$ cat src/rtl/ppg_pkg.sv
// Shared types, widths and saturating helpers for the PPG window analyzer.
package ppg_pkg;

  localparam int ADC_W = 8;
  localparam int PER_W = 16;

  typedef enum logic [1:0] {IDLE, FIRST, TRACK} state_t;

  function automatic logic [ADC_W-1:0] sat_add(input logic [ADC_W-1:0] a,
                                               input logic [ADC_W-1:0] b);
    logic [ADC_W:0] s;
    s = {1'b0, a} + {1'b0, b};
    return s[ADC_W] ? {ADC_W{1'b1}} : s[ADC_W-1:0];
  endfunction

  function automatic logic [ADC_W-1:0] sat_sub(input logic [ADC_W-1:0] a,
                                               input logic [ADC_W-1:0] b);
    return (a >= b) ? (a - b) : '0;
  endfunction

endpackage

$ cat src/rtl/ppg_minmax_tracker.sv
// Per-channel max/min tracker; ac/dc/empty outputs already include the sample
// being accepted this cycle, so a window can close on that sample without extra delay.
module ppg_minmax_tracker
  import ppg_pkg::*;
(
  input  logic             i_clk,
  input  logic             i_rst_n,
  input  logic             i_upd,
  input  logic             i_rearm,
  input  logic [ADC_W-1:0] i_data,
  output logic [ADC_W-1:0] o_ac,
  output logic [ADC_W-1:0] o_dc,
  output logic             o_empty
);

  logic [ADC_W-1:0] r_max, r_min;
  logic [ADC_W-1:0] w_max, w_min;
  logic [ADC_W:0]   w_sum;

  always_comb begin
    w_max = r_max;
    w_min = r_min;
    if (i_upd && (i_data > r_max)) w_max = i_data;
    if (i_upd && (i_data < r_min)) w_min = i_data;
    o_empty = (w_max < w_min);
    w_sum   = {1'b0, w_max} + {1'b0, w_min};
    o_ac    = o_empty ? '0 : (w_max - w_min);
    o_dc    = o_empty ? '0 : w_sum[ADC_W:1];
  end

  always_ff @(posedge i_clk) begin
    if (!i_rst_n || i_rearm) begin
      r_max <= '0;
      r_min <= '1;
    end else begin
      r_max <= w_max;
      r_min <= w_min;
    end
  end

endmodule

$ cat src/rtl/ppg_window_analyzer.sv
// Per-window RED/IR AC/DC extraction and IR beat-period detection; results 1 cycle after the closing sample.
// PPG_AVG_EN: AC/DC outputs become the mean of the last 4 window results.
module ppg_window_analyzer
  import ppg_pkg::*;
#(
  parameter int WIN_LEN  = 1024,
  parameter int HYST     = 4,
  parameter int BEAT_MIN = 40
) (
  input  logic             i_clk,
  input  logic             i_rst_n,
  input  logic             i_enable,
  input  logic             i_sample_valid,
  input  logic             i_sample_red,
  input  logic [ADC_W-1:0] i_sample_data,
  output logic [ADC_W-1:0] o_red_ac,
  output logic [ADC_W-1:0] o_red_dc,
  output logic [ADC_W-1:0] o_ir_ac,
  output logic [ADC_W-1:0] o_ir_dc,
  output logic             o_meas_valid,
  output logic [PER_W-1:0] o_beat_period,
  output logic             o_beat_valid
);

  localparam int               CNT_W      = $clog2(WIN_LEN + 1);
  localparam logic [CNT_W-1:0] LAST_CNT   = CNT_W'(WIN_LEN - 1);
  localparam logic [ADC_W-1:0] HYST_C     = ADC_W'(HYST);
  localparam logic [PER_W-1:0] BEAT_MIN_C = PER_W'(BEAT_MIN);

  state_t           r_state;
  logic [CNT_W-1:0] r_win_cnt;
  logic [ADC_W-1:0] r_ref_dc;
  logic             r_armed;
  logic             r_first_beat;
  logic [PER_W-1:0] r_per_cnt;

  logic             w_acc, w_red_acc, w_ir_acc, w_close, w_rearm, w_track_ir, w_beat;
  logic [ADC_W-1:0] w_lo_th, w_hi_th;
  logic [PER_W-1:0] w_p;
  logic [ADC_W-1:0] w_red_ac, w_red_dc, w_ir_ac, w_ir_dc;
  logic             w_red_empty, w_ir_empty;

  assign w_acc      = i_sample_valid && i_enable && (r_state != IDLE);
  assign w_red_acc  = w_acc && i_sample_red;
  assign w_ir_acc   = w_acc && !i_sample_red;
  assign w_close    = w_ir_acc && (r_win_cnt == LAST_CNT);
  assign w_rearm    = !i_enable || w_close;
  assign w_lo_th    = sat_sub(r_ref_dc, HYST_C);
  assign w_hi_th    = sat_add(r_ref_dc, HYST_C);
  assign w_track_ir = w_ir_acc && (r_state == TRACK);
  assign w_beat     = w_track_ir && r_armed && (i_sample_data >= w_hi_th);
  assign w_p        = (r_per_cnt == '1) ? r_per_cnt : r_per_cnt + 1'b1;

  ppg_minmax_tracker u_red (
    .i_clk  (i_clk),
    .i_rst_n(i_rst_n),
    .i_upd  (w_red_acc),
    .i_rearm(w_rearm),
    .i_data (i_sample_data),
    .o_ac   (w_red_ac),
    .o_dc   (w_red_dc),
    .o_empty(w_red_empty)
  );

  ppg_minmax_tracker u_ir (
    .i_clk  (i_clk),
    .i_rst_n(i_rst_n),
    .i_upd  (w_ir_acc),
    .i_rearm(w_rearm),
    .i_data (i_sample_data),
    .o_ac   (w_ir_ac),
    .o_dc   (w_ir_dc),
    .o_empty(w_ir_empty)
  );

  always_ff @(posedge i_clk) begin
    if (!i_rst_n) begin
      r_state       <= IDLE;
      r_win_cnt     <= '0;
      r_ref_dc      <= '0;
      r_armed       <= 1'b0;
      r_first_beat  <= 1'b1;
      r_per_cnt     <= '0;
      o_meas_valid  <= 1'b0;
      o_beat_period <= '0;
      o_beat_valid  <= 1'b0;
    end else begin
      o_meas_valid <= 1'b0;
      o_beat_valid <= 1'b0;
      if (!i_enable) begin
        r_state      <= IDLE;
        r_win_cnt    <= '0;
        r_armed      <= 1'b0;
        r_first_beat <= 1'b1;
        r_per_cnt    <= '0;
      end else if (r_state == IDLE) begin
        r_state <= FIRST;
      end else begin
        if (w_ir_acc) r_win_cnt <= w_close ? '0 : r_win_cnt + 1'b1;
        if (w_close) begin
          o_meas_valid <= 1'b1;
          r_ref_dc     <= w_ir_dc;
          if (r_state == FIRST) begin
            r_state      <= TRACK;
            r_armed      <= 1'b0;
            r_first_beat <= 1'b1;
            r_per_cnt    <= '0;
          end
        end
        // Beat on the closing sample still compares against the old reference
        if (w_track_ir) begin
          if (w_beat) begin
            r_armed <= 1'b0;
            if (r_first_beat) begin
              r_first_beat <= 1'b0;
              r_per_cnt    <= '0;
            end else if (w_p >= BEAT_MIN_C) begin
              o_beat_period <= w_p;
              o_beat_valid  <= 1'b1;
              r_per_cnt     <= '0;
            end else begin
              r_per_cnt <= w_p;
            end
          end else begin
            if (i_sample_data < w_lo_th) r_armed <= 1'b1;
            r_per_cnt <= w_p;
          end
        end
      end
    end
  end

`ifdef PPG_AVG_EN
  logic [ADC_W-1:0] w_new [4];
  logic [ADC_W+1:0] w_sum [4];
  logic [ADC_W-1:0] r_hist [4][3];
  logic [ADC_W-1:0] r_avg [4];

  always_comb begin
    w_new[0] = w_red_ac;
    w_new[1] = w_red_dc;
    w_new[2] = w_ir_ac;
    w_new[3] = w_ir_dc;
    for (int k = 0; k < 4; k++) begin
      w_sum[k] = {2'b00, w_new[k]} + {2'b00, r_hist[k][0]} +
                 {2'b00, r_hist[k][1]} + {2'b00, r_hist[k][2]};
    end
  end

  always_ff @(posedge i_clk) begin
    if (!i_rst_n) begin
      for (int k = 0; k < 4; k++) begin
        r_avg[k] <= '0;
        for (int j = 0; j < 3; j++) r_hist[k][j] <= '0;
      end
    end else if (!i_enable) begin
      for (int k = 0; k < 4; k++) begin
        for (int j = 0; j < 3; j++) r_hist[k][j] <= '0;
      end
    end else if (w_close) begin
      for (int k = 0; k < 4; k++) begin
        r_avg[k]     <= w_sum[k][ADC_W+1:2];
        r_hist[k][0] <= w_new[k];
        r_hist[k][1] <= r_hist[k][0];
        r_hist[k][2] <= r_hist[k][1];
      end
    end
  end

  assign o_red_ac = r_avg[0];
  assign o_red_dc = r_avg[1];
  assign o_ir_ac  = r_avg[2];
  assign o_ir_dc  = r_avg[3];
`else
  always_ff @(posedge i_clk) begin
    if (!i_rst_n) begin
      o_red_ac <= '0;
      o_red_dc <= '0;
      o_ir_ac  <= '0;
      o_ir_dc  <= '0;
    end else if (w_close) begin
      o_red_ac <= w_red_ac;
      o_red_dc <= w_red_dc;
      o_ir_ac  <= w_ir_ac;
      o_ir_dc  <= w_ir_dc;
    end
  end
`endif

  // Emptiness is already folded into the ac/dc values; flags kept for visibility
  logic w_unused;
  assign w_unused = w_red_empty ^ w_ir_empty;

endmodule

$ cat config.mk
export PLATFORM = sky130hd
export DESIGN_NAME = ppg_window_analyzer
export DESIGN_NICKNAME = d
export VERILOG_FILES = /design/src/rtl/ppg_pkg.sv /design/src/rtl/ppg_minmax_tracker.sv /design/src/rtl/ppg_window_analyzer.sv
export SDC_FILE = /design/constraint.sdc
export NUM_CORES = 1
export LEC_CHECK = 0
export ABC_CLOCK_PERIOD_IN_PS = 6700
export CORE_ASPECT_RATIO = 1.5
export CORE_MARGIN = 2
export CORE_UTILIZATION = 54
export DETAILED_ROUTE_END_ITERATION = 8
export HOLD_SLACK_MARGIN = 0.06
export PLACE_DENSITY = 0.76
export SLEW_MARGIN = 20
export SYNTH_ARGS = -nofsm -noshare
export SYNTH_HDL_FRONTEND = slang
export SYNTH_SLANG_ARGS = --single-unit
$ cat constraint.sdc
create_clock -name i_clk -period 6.7 [get_ports i_clk]
set_input_delay 1.34 -clock i_clk [delete_from_list [all_inputs] [get_ports i_clk]]
set_output_delay 1.34 -clock i_clk [all_outputs]
set_load 0.01 [all_outputs]
==> results.toml <==
[yosys]
number_of_instances_in_the_synthesized_netlist = 933
synth_seq_area_share_pct = 30.2
yosys_warnings = 0
mappedNetlistNets = 1034
synth.cell_area_um2 = 8030
flip_flop_and_latch_count_after_synthesis = 121
synth_top_area_share_pct = 30.2
cell_types_occupying_the_most_area_after_synthesis = "dfxtp_1 (30%), ha_1 (13%), mux2i_1 (5.6%)"
syn_area_per_cell_um2 = 8.61
synth.cells.most_frequent = "dfxtp_1 (121), nor2_1 (90), ha_1 (84)"
post-synth-top-area-cell = "dfxtp_1"
synth_enable_flop_cells = 0
synth_most_common_cell = "dfxtp_1"
postSynth.topFlopCell = "dfxtp_1"
async_s_r_ff_share_synth_pct = 0
synthDistinctLibCells = 73

[floorplan]
io_pins = 63
die_height_um = 153
die-area_um2 = 15900
placementRows = 54
die_x_um = 104
floorplan.initialDensity_pct = 55.3
core-area_um2 = 14500

[sta]
slew_headroom_pct = 29.8
final-setup-viol-count = 0
max_slew.worst_pin.slew_ns = 1.05
unrepaired_setup_endpoints_after_global_routing = "no"
layout_setup_ws_ns = 1.05
finalHoldViolations = 0
max_slew_violation_count = 0
finalClockSkew_ns = 0.0168
fin_setup_tns_ns = 0
timing.final.crit_share_pct = 84.4
fmax_mhz = 177
fin_crit_ns = 5.65

[setup_path]
worst_setup_sp_type = "input port"
timing.critical_path.arrival_ns = 6.00
crit_reg_reg_endpoint = "o_ir_dc[2]"
critical_path_required_ns = 7.05
worstRegToRegCells = 20
reg2reg_from = "u_ir.r_min[1]"
ff2ff_setup_slack_ns = 2.19
crit_fanout = 9
end_kind = "register"
critical_path_class = "in2reg"

[placed_design]
place_worst_setup_slack_ns = 0.691
place.detailed.hpwl_um = 14900
buffer_ports.inserted = 62
gp_routability_congestion = 0.939

[routing]
wire_per_inst_um = 17.0
drt-initial-drc-count = 246
totalWireLength_um = 20300
vias = 6828
postRouteAntennaNets = 0
detail_route.drc_violations = 0
drt-vias-per-instance = 5.71
1st_pass_router_iterations = 5

[clock_network]
post_cts_buffers = 0
numCtsBuffers = 17
max-clock-path-buffers = 2
cts_resized = 0
clock_tree.root_cell = "clkbuf_16"
clk-insertion-delay-late_ns = 0.42
clk_pin_slew_ns = 0.06
ctsHoldBuffers = 0
cts_sinks = 121
cts_tree = "yes"
cts.htree.levels = 4

[power_and_ir_drop]
max-vdd-ir-drop_v = 0.000168
power-per-cell-area_nw_per_um2 = 186
p_leak_nw = 4.00

[cells_and_area]
number_of_inserted_diodes = 0
drive_above_1_share_pct = 10.7
fillers = 1230
layout-area-overhead-vs-synth_pct = 17.3
finish.net_count = 1088

[min_path]
whs_endpoint = "o_beat_period[4]"
min_path_type = "reg2reg"
worst_hold_startpoint = "o_beat_period[4]"
holdPathStages = 2

[job]
cap_violations = 0

[global_route]
grt_antenna_before_repair = 0
globalRouteTotalUtil_pct = 26.2
first_global_vias = 6761
gr-total-overflow = 0
first_pass_grt_wire_length_um = 33300
grt_start_max_net_pins = 59

[status]
run_status = "finished clean"
-- through the flow --
stage | hold slack (ns) | util, % | instances | power [mW] | instance area, um2
after detailed placement | 0.450 | 60.8 | 1164 | 0.854 | 8830
after global placement | 0.439 | 60.8 | 1164 | 0.853 | 8830
after floorplan | 0.418 | - | 933 | 0.812 | 8030
after CTS | 0.459 | 64.8 | 1196 | 1.76 | 9420
after global routing | 0.488 | 64.8 | 1196 | 1.80 | 9420
final | 0.465 | 64.8 | 1196 | 1.75 | 9420
-- routing by layer --
metal	part of all wire, %	wire (um)	up-vias	track usage (%)
met5	0	0	-	0
met4	4.4	898	0	14.2
met3	3.9	800	61	4.26
met2	53	10900	178	49.8
met1	38	7770	3222	27.3
li1	-	-	3367	-
-- cell usage in the layout (no fill, tap or decap), types with 14 or more instances in the layout --
| master | count |
|---|---|
| dfxtp_1 | 121 |
| nor2_1 | 90 |
| ha_1 | 84 |
| nand2_1 | 77 |
| clkdlybuf4s50_1 | 61 |
| inv_1 | 56 |
| mux2i_1 | 45 |
| nor2b_1 | 40 |
| a21boi_0 | 36 |
| nand3_1 | 34 |
| a21oi_1 | 32 |
| mux2_2 | 29 |
| o21ai_0 | 26 |
| xnor2_1 | 24 |
| xor2_1 | 21 |
| clkbuf_16 | 17 |
| buf_4 | 16 |
| nand4_1 | 14 |
-- sequential cells by signal, summed over array words and instances, names as in the netlist --
| signal | cells |
|---|---|
| o_beat_period | 16 |
| o_beat_valid | 1 |
| o_ir_ac | 8 |
| o_ir_dc | 8 |
| o_meas_valid | 1 |
| o_red_ac | 8 |
| o_red_dc | 8 |
| r_armed | 1 |
| r_first_beat | 1 |
| r_per_cnt | 16 |
| r_ref_dc | 8 |
| r_state | 2 |
| r_win_cnt | 11 |
| u_ir.r_max | 8 |
| u_ir.r_min | 8 |
| u_red.r_max | 8 |
| u_red.r_min | 8 |
-- layout make-up --
cell class                 count  area [um2]  area share (%)
clock buffer                  21         460            4.89
clock inverter                11         123            1.30
inverter                      56         210            2.23
multi-input combinational    713        5220            55.4
sequential                   121        2420            25.7
tap                          196         245            2.60
timing repair buffer          78         736            7.81
-- logic make-up (layout without fill, tap and decap cells) --
kind of cell | Yosys count | in the layout | synth area share, %
xor gates and xnor gates | 45 | 45 | 4.91
and+or+nand+nor | 324 | 324 | 19.9
muxes | 74 | 74 | 9.68
AOI/OAI and AO/OA | 182 | 182 | 16.2
DFF | 121 | 121 | 30.2
adders and majority gates | 88 | 88 | 14.1
buffers and inverters | 99 | 166 | 5.06
-- critical path, stage by stage --
cell             delay (ns)
clkdlybuf4s50_1        0.58
buf_4                  0.22
ha_1                   0.25
nor2b_1                0.14
o21a_1                 0.16
o21a_1                 0.16
o21ai_0                0.14
a21oi_1                0.09
o31ai_2                0.44
mux2i_1                0.51
inv_1                  0.16
ha_1                   0.35
a21o_1                 0.19
a21oi_1                0.21
nor2_1                 0.06
o21a_1                 0.18
o41ai_1                0.37
xor2_1                 0.18
nand3_1                0.09
a21boi_0               0.17
-- power breakdown --
part	switching (mW)	internal (mW)	total, mW
Combinational	0.0685	0.0497	0.118
Sequential	0.00153	0.721	0.723
Clock	0.344	0.566	0.910
Total	0.414	1.34	1.75
-- worst max-delay path by stage --
stage                   to  depth (start not counted)             start  slack [ns]
2_1_floorplan  o_red_dc[6]                         18  i_sample_data[1]        1.64
3_3_place_gp   o_red_dc[6]                         20  i_sample_data[1]        0.82
3_5_place_dp   o_red_dc[6]                         20  i_sample_data[1]        0.69
4_1_cts        o_red_dc[6]                         20  i_sample_data[1]        1.09
5_1_grt        o_red_dc[6]                         20  i_sample_data[1]        0.76
6_report       o_red_dc[6]                         20  i_sample_data[1]        1.05
Power figures use the tool's default switching activity.
